--- src/rtl/csa_resolve_cpa.sv ---
// Resolves a redundant (sum, carry, carry-out) triple into one binary result:
// a 3:2 compression at accept, then a CHUNK-bit ripple add per cycle.
module csa_resolve_cpa #(
    parameter int width = 64,
    parameter int CHUNK = 16
) (
    input  logic               clk,
    input  logic               rst,
    input  logic               in_valid,
    output logic               in_ready,
    input  logic [width-1:0]   s_in,
    input  logic [width-1:0]   c_in,
    input  logic [width-1:0]   co_in,
    output logic               out_valid,
    input  logic               out_ready,
    output logic [width+2:0]   result,
    output logic               res_zero
);
    localparam int RW  = width + 3;
    localparam int NCH = (RW + CHUNK - 1) / CHUNK;
    localparam int PW  = NCH * CHUNK;
    localparam int KW  = (NCH > 1) ? $clog2(NCH) : 1;
    localparam int unsigned CU = CHUNK;

    typedef enum logic [1:0] {IDLE, ADD, DONE} state_t;

    state_t          state;
    logic [KW-1:0]   k;
    logic            cy;
    logic [PW-1:0]   a_q;
    logic [PW-1:0]   b_q;
    logic [RW-1:0]   res_q;

    logic [PW-1:0]   s_x, c_x, co_x, a_d, b_d;
    logic [CHUNK-1:0] a_chunk, b_chunk;
    logic [CHUNK:0]  sum;
    logic [RW-1:0]   res_d;
    int unsigned     k_u;

    always_comb begin
        s_x  = PW'(s_in);
        c_x  = PW'(c_in) << 1;
        co_x = PW'(co_in) << 1;
        a_d  = s_x ^ c_x ^ co_x;
        b_d  = ((s_x & c_x) | (s_x & co_x) | (c_x & co_x)) << 1;

        k_u     = 32'(k);
        a_chunk = CHUNK'(a_q >> (CU * k_u));
        b_chunk = CHUNK'(b_q >> (CU * k_u));
        sum     = {1'b0, a_chunk} + {1'b0, b_chunk} + (CHUNK + 1)'(cy);

        // Only the bits of chunk k are replaced; bits past RW-1 are dropped.
        res_d = res_q;
        for (int unsigned i = 0; i < RW; i++) begin
            if ((i / CU) == k_u)
                res_d[i] = sum[i % CU];
        end
    end

    always_ff @(posedge clk or posedge rst) begin
        if (rst) begin
            state     <= IDLE;
            k         <= '0;
            cy        <= 1'b0;
            a_q       <= '0;
            b_q       <= '0;
            res_q     <= '0;
            out_valid <= 1'b0;
            res_zero  <= 1'b0;
        end else begin
            case (state)
                IDLE: begin
                    if (in_valid) begin
                        a_q   <= a_d;
                        b_q   <= b_d;
                        k     <= '0;
                        cy    <= 1'b0;
                        state <= ADD;
                    end
                end
                ADD: begin
                    res_q <= res_d;
                    cy    <= sum[CHUNK];
                    if (k == KW'(NCH - 1)) begin
                        k         <= '0;
                        state     <= DONE;
                        out_valid <= 1'b1;
                        res_zero  <= (res_d == '0);
                    end else begin
                        k <= k + 1'b1;
                    end
                end
                DONE: begin
                    if (out_ready) begin
                        state     <= IDLE;
                        out_valid <= 1'b0;
                        res_zero  <= 1'b0;
                    end
                end
                default: state <= IDLE;
            endcase
        end
    end

    assign in_ready = (state == IDLE) && !rst;
    assign result   = res_q;
endmodule
--- config.mk ---
export PLATFORM = sky130hd
export DESIGN_NAME = csa_resolve_cpa
export DESIGN_NICKNAME = d
export VERILOG_FILES = /design/src/rtl/csa_resolve_cpa.sv
export SDC_FILE = /design/constraint.sdc
export NUM_CORES = 1
export LEC_CHECK = 0
export ABC_AREA = 1
export BUFFER_PORTS_ARGS = -buffer_cell sky130_fd_sc_hd__buf_2
export CAP_MARGIN = 20
export CORE_MARGIN = 3
export CORE_UTILIZATION = 50
export CTS_CLUSTER_DIAMETER = 200
export DETAILED_ROUTE_END_ITERATION = 7
export HOLD_SLACK_MARGIN = 0.12
export PLACE_DENSITY = 0.73
export SLEW_MARGIN = 20
export SYNTH_ARGS = -nofsm -noshare
export SYNTH_HDL_FRONTEND = slang
export SYNTH_SLANG_ARGS = --single-unit
--- constraint.sdc ---
create_clock -name clk -period 21.6 [get_ports clk]
set_clock_uncertainty 0.05 [all_clocks]
set_input_delay 4.32 -clock clk [delete_from_list [all_inputs] [get_ports clk]]
set_output_delay 4.32 -clock clk [all_outputs]
set_load 0.01 [all_outputs]
==> impl_metrics.yaml, run 1 <==
outcome:
  status: "finished clean"
clock_network:
  clk_latency_ns: 0.53
  htreeDepth: 1
  clkTransAtPathRegs_ns: 0.06
  postCtsSetupBuffers: 0
  clock-root-buffer: "clkbuf_16"
  cts_tree: "built"
  clock-sinks: 204
  cts_buffers: 23
  cts_resized: 0
  cts.path.max_buffers: 3
  holdBufCountCts: 0
cells_and_area:
  final_nets: 2055
  multi_input_area_um2: 6220
  regArea_um2: 5110
  post-route-cell-area_um2: 14300
  nFillCells: 2170
  num_antenna_cells: 0
  area_growth_pct: 18.7
  layout-drive-gt1-share_pct: 19.6
detailed_routing:
  wl_per_cell_um: 15.9
  antenna_left: 0
  drtIter0Drc: 835
  dr.pass1.iters: 5
  via_per_inst: 5.18
  wirelength_um: 33600
  drc: 0
  num_vias: 10900
yosys:
  yosys_warnings: 0
  synth_top_flop_cell: "dfrtp_1"
  ys_top_cells_by_area: "dfrtp_1 (42%), nand2_1 (19%), fa_1 (11%), o21ai_0 (7.0%), nor2_1 (3.5%)"
  ys_ff_latch: 204
  synthArstFlopShare_pct: 100
  synth_commonest_cells: "nand2_1 (598), dfrtp_1 (204), o21ai_0 (168)"
  synth_top_area_share_pct: 42.4
  syn_nets: 1835
  yosysMostFrequentCell: "nand2_1"
  synth_cell_types: 32
  postSynthCellCount: 1553
  yosysSeqAreaShare_pct: 42.4
  synth_top_area_cell: "dfrtp_1"
  synth_area_um2: 12000
  synth_edf_count: 0
  synth.avg_cell_area_um2: 7.75
power:
  p_leak_nw: 7.38
  vdd_ir_drop_max_mv: 0.100
  power_density_nw_per_um2: 175
timing:
  fmax_mhz: 110
  rsz0062_at_grt: "false"
  tightest_slew_ns: 1.06
  fin_crit_sh_pct: 42.2
  finalMaxSlewViolations: 0
  period_minus_slack_ns: 9.12
  finalSetupTns_ns: 0
  worst_slew_margin_rel_pct: 29.5
  hold_viol: 0
  setup_viol: 0
global_route:
  globalRouteOverflowTotal: 0
  grt_pass1_vias: 10800
  grt_usage_pct: 26.0
  antenna_found_initial: 0
  grt_pass1_wl_um: 54700
  grt_max_degree: 131
setup_path:
  required_ns: 17.23
  crit_type: "in -> out"
  cpMostUsedCell: "buf_2"
  worst-path-buf-inv: 2
  crit_family: "buffers and inverters"
  max_stage_delay_ns: 0.16
  worstRegToRegCells: 17
  cp-start-kind: "input pin"
  crit_fanout: 2
  crit_cells: 3
  crit_path_end_kind: "primary output"
  worstPathArrival_ns: 4.75
  path_cells: "buf_2 -> nor3_1 -> buf_2"
  crit_slowest_cell: "buf_2"
floorplan:
  die-width_um: 161
  ioPinCount: 266
  initial_utilization_pct: 51.1
  die-area_um2: 26000
  dieHeight_um: 161
  core_area_um2: 23500
  rows: 56
job:
  drv_cap: 0
hold_path:
  whs_path_depth: 2
  hp-class: "reg -> reg"
placement:
  dpl_cell_area_um2: 13500
  gp_congestion: 0.966
  dp_hpwl_um: 24700
  port_buffers: 265
## report_power, final
group          total (W)  switching (W)  internal (W)
sequential      0.000671       0.000103      0.000568
combinational    0.00143       0.000964      0.000463
clock           0.000396       0.000161      0.000235
total            0.00249        0.00123       0.00127
## worst paths after layout
check | end | from | slack [ns]
setup / recovery | in_ready | rst | 12.48
hold / removal | out_valid | out_valid | 0.42
setup reg to reg | res_zero | k[0] | 17.17
hold reg to reg | out_valid | out_valid | 0.42
max in group asynchronous | b_q[47] | rst | 15.98
min in group asynchronous | state[0] | rst | 3.93
## registers in the layout, summed over array words and instances, names as in the netlist
signal and count:
out_valid 1, a_q 65, result 67, res_zero 1, k 3, b_q 64
cy 1, state 2
## through the flow
step / setup WS (ns) / instances / power (W) / util [%] / hold WS, ns
floorplan: 11.66 / 1553 / 0.00166 / - / 0.394
global placement: 12.48 / 2067 / 0.00205 / 57.4 / 0.399
detailed placement: 12.48 / 2067 / 0.00209 / 57.4 / 0.410
CTS: 12.48 / 2109 / 0.00249 / 60.7 / 0.426
global route: 12.47 / 2109 / 0.00273 / 60.7 / 0.445
finish: 12.48 / 2109 / 0.00249 / 60.7 / 0.421
## layer usage
metal  routed length [um]  vias to the layer above  share of wire (%)  GRT usage [%]
met5                    0                        -                  0              0
met4                  923                        0                2.7           7.20
met3                 2060                       69                6.1           3.90
met2                16100                      345                 48           43.5
met1                14500                     5143                 43           35.9
li1                     -                     5371                  -              -
## layout make-up
type | count | area share, %
Multi-Input combinational cell | 1166 | 43.5
Clock inverter | 9 | 0.552
Tap cell | 319 | 2.79
Inverter | 105 | 2.86
Sequential cell | 204 | 35.7
Timing Repair Buffer | 273 | 9.70
Clock buffer | 33 | 4.85
## kinds of logic after synthesis
family          share of synthesized area (%)
compound gates                           11.2
xor+xnor                               0.0727
fa+ha+maj                                13.0
buf+inv                                  6.06
flops                                    42.4
simple gates                             27.3
## worst reg2reg max path: stages (launching register included)
cell	delay, ns
dfrtp_2	0.36
buf_4	0.71
o21ai_0	0.25
nand3_1	0.11
o21ai_0	0.11
fa_1	0.49
fa_1	0.49
xnor2_1	0.55
nor2_1	0.08
a21oi_1	0.24
nand4_1	0.11
nor2_1	0.14
nand2_1	0.06
nor2_1	0.10
nand2_1	0.06
nor2_1	0.14
nand3_1	0.19
nand2_1	0.10
## layout by cell type, fill, tap and decap left out, drive strengths merged
| cell type | Yosys | routed |
|---|---|---|
| clkinv | 0 | 5 |
| buf | 18 | 273 |
| bufinv | 0 | 1 |
| or2 | 19 | 19 |
| o211ai | 14 | 14 |
| clkinvlp | 0 | 2 |
| nor3 | 3 | 3 |
| o32ai | 2 | 2 |
| a21oi | 57 | 57 |
| nor2 | 114 | 114 |
| o21ai | 174 | 174 |
| nand3 | 74 | 74 |
| nand4 | 6 | 6 |
| ha | 21 | 21 |
| clkbuf | 60 | 33 |
| inv | 105 | 106 |
| o22ai | 1 | 1 |
| nand2 | 601 | 601 |
| dfrtp | 204 | 204 |
| fa | 65 | 65 |
| xnor2 | 1 | 1 |
| a31oi | 9 | 9 |
| and2 | 3 | 3 |
| nand3b | 2 | 2 |
Note: power is estimated with default switching activity, not from simulation.
==> run 2: changes to the inputs <==
--- a/config.mk
+++ b/config.mk
@@ -13,7 +13,7 @@
 export CTS_CLUSTER_DIAMETER = 200
 export DETAILED_ROUTE_END_ITERATION = 7
 export HOLD_SLACK_MARGIN = 0.12
-export PLACE_DENSITY = 0.73
+export PLACE_DENSITY = 0.76
 export SLEW_MARGIN = 20
 export SYNTH_ARGS = -nofsm -noshare
 export SYNTH_HDL_FRONTEND = slang
==> constraint.sdc (replaced) <==
create_clock -name clk -period 8.3 [get_ports clk]
set_clock_uncertainty 0.05 [all_clocks]
set_input_delay 1.66 -clock clk [delete_from_list [all_inputs] [get_ports clk]]
set_output_delay 1.66 -clock clk [all_outputs]
set_load 0.01 [all_outputs]
==> run 2 against run 1 <==
  * Final cell count shrank 0.19%
  * Setup slack got worse by 8.9 ns
  * Register-to-register slack worse by 14 ns
  * Sequential share of layout area rose by 0.22 points
  * Critical path depth rose by 15
  * Critical endpoint is now res_zero
  * Highest routed layer unchanged
==> impl_metrics.yaml, run 2 (same netlist as run 1, synthesis figures left out) <==
floorplan:
  rows: 56
  die-width_um: 161
  ioPinCount: 266
  dieHeight_um: 161
  core_area_um2: 23500
  initial_utilization_pct: 51.1
  die-area_um2: 26000
cells_and_area:
  largest_reg_flops: 67
  final_common_cell: "nand2_1"
  layout_common_cells: "nand2_1 (596), buf_2 (265), dfrtp_1 (202), o21ai_0 (168), nor2_1 (111)"
  final_nets: 2052
  area_growth_pct: 17.9
  finalNonFillerCells: 2105
  layout-drive-gt1-share_pct: 19.1
  num_antenna_cells: 0
  final_util_pct: 60.3
global_route:
  grt_pass1_vias: 10900
  grt_max_degree: 140
  globalRouteOverflowTotal: 0
  antenna_found_initial: 0
  grt_usage_pct: 26.3
  grt_pass1_wl_um: 55400
clock_network:
  htreeDepth: 1
  cts_tree: "built"
  cts_buffers: 22
  clock-root-buffer: "clkbuf_16"
  cts.path.max_buffers: 3
  clk_latency_ns: 0.51
  cts_resized: 0
  postCtsSetupBuffers: 0
  clock-sinks: 204
  holdBufCountCts: 0
  clkTransAtPathRegs_ns: 0.06
timing:
  rsz0062_at_grt: "false"
  finalMaxSlewViolations: 0
  fmax_mhz: 210
  tightest_slew_ns: 1.06
  finalSetupTns_ns: 0
  period_minus_slack_ns: 4.76
  worst_slew_margin_rel_pct: 29.2
  setup_viol: 0
  hold_viol: 0
  fin_crit_sh_pct: 57.3
detailed_routing:
  antenna_left: 0
  m1WireLength_um: 14200
  highest_layer: "met4"
  via_per_inst: 5.30
  drtIter0Drc: 1101
  dr_wl_met2_um: 16700
  num_vias: 11100
  drc: 0
  wirelength_um: 34200
  wl_per_cell_um: 16.3
  dr.pass1.iters: 6
  route.met3.wl_um: 2130
setup_path:
  regToRegEndpoint: "res_zero"
  startpoint: "k[1]"
  crit_cells: 18
  path_cells: "inv_1 -> a21oi_1 -> o21ai_0 -> nand3_1 -> o21ai_0 -> fa_1 -> fa_1 -> xnor2_1 -> o21ai_0 -> nor2_1 -> nand3_1 -> nor2_1 -> nand2_1 -> nor2_1 -> nand2_1 -> nor2_1 -> nand3_1 -> nand2_1"
  cp-start-kind: "flop"
  crit_family: "simple AND/OR/NAND/NOR gates"
  required_ns: 8.69
  crit_path_end: "res_zero"
  worst-path-buf-inv: 1
  crit_type: "reg -> reg"
  worstPathArrival_ns: 5.15
  max_stage_delay_ns: 0.96
  crit_slowest_cell: "dfrtp_2"
  reg2reg_from: "k[1]"
  cpMostUsedCell: "nor2_1"
  crit_path_end_kind: "flop"
  r2r_slack_ns: 3.54
  worstRegToRegCells: 18
  crit_fanout: 48
outcome:
  status: "finished clean"
power:
  power_density_nw_per_um2: 454
  vdd_ir_drop_max_mv: 0.304
  p_leak_nw: 7.33
job:
  drv_cap: 0
placement:
  gp_congestion: 0.920
  port_buffers: 265
  dp.cells: 2065
  dp_hpwl_um: 25400
hold_path:
  whs_path_depth: 2
  hp-class: "reg -> reg"
-- run 2: cell types whose count changed in the layout (fill, tap and decap cells not counted), sizes merged --
cell / change
bufinv: -1
clkinvlp: -1
clkbuf: +2
clkinv: -1
buf: -2
inv: -1
-- run 2: through the flow --
step / hold WS (ns) / area [um^2] / power [W] / worst slack, ns
detailed placement: 0.410 / 13500 / 0.00544 / 3.59
CTS: 0.427 / 14200 / 0.00643 / 3.55
floorplan: 0.394 / 12000 / 0.00432 / 1.02
global placement: 0.407 / 13500 / 0.00535 / 3.73
global route: 0.443 / 14200 / 0.00702 / 3.03
finish: 0.424 / 14200 / 0.00645 / 3.54
-- run 2: area by class of cell --
type                            count  area [um^2]
Sequential cell                   204         5110
Fill cell                        2166         9340
Timing Repair Buffer              271         1370
Clock inverter                      5         27.5
Inverter                          105          409
Multi-Input combinational cell   1166         6220
Tap cell                          319          399
Clock buffer                       35          671
-- run 2: worst min path at each step --
stage | start | endpoint | slack (ns)
floorplan | a_q[17] | a_q[17] | 0.39
global placement | a_q[19] | a_q[19] | 0.41
detailed placement | a_q[61] | a_q[61] | 0.41
CTS | a_q[20] | a_q[20] | 0.43
global route | a_q[35] | a_q[35] | 0.44
finish | a_q[49] | a_q[49] | 0.42
-- run 2: power by group --
| part | leakage, nW | switching [W] | internal [W] |
|---|---|---|---|
| sequential | 2.53 | 0.000324 | 0.00148 |
| clock | 0.343 | 0.000397 | 0.000553 |
| combinational | 4.46 | 0.00251 | 0.00119 |
-- run 2: worst reg2reg max path: stages, from the launching register on --
cell and delay, ns:
dfrtp_2 0.96, inv_1 0.62, a21oi_1 0.24, o21ai_0 0.15, nand3_1 0.14, o21ai_0 0.10, fa_1 0.47, fa_1 0.48
xnor2_1 0.39, o21ai_0 0.18, nor2_1 0.13, nand3_1 0.08, nor2_1 0.12, nand2_1 0.06, nor2_1 0.11, nand2_1 0.07
nor2_1 0.17, nand3_1 0.10, nand2_1 0.06
-- run 2: metal layers --
| layer | GRT usage (%) | up-vias |
|---|---|---|
| li1 | - | 5368 |
| met1 | 35.7 | 5265 |
| met2 | 44.5 | 433 |
| met3 | 2.87 | 80 |
| met4 | 8.96 | 0 |
| met5 | 0 | - |
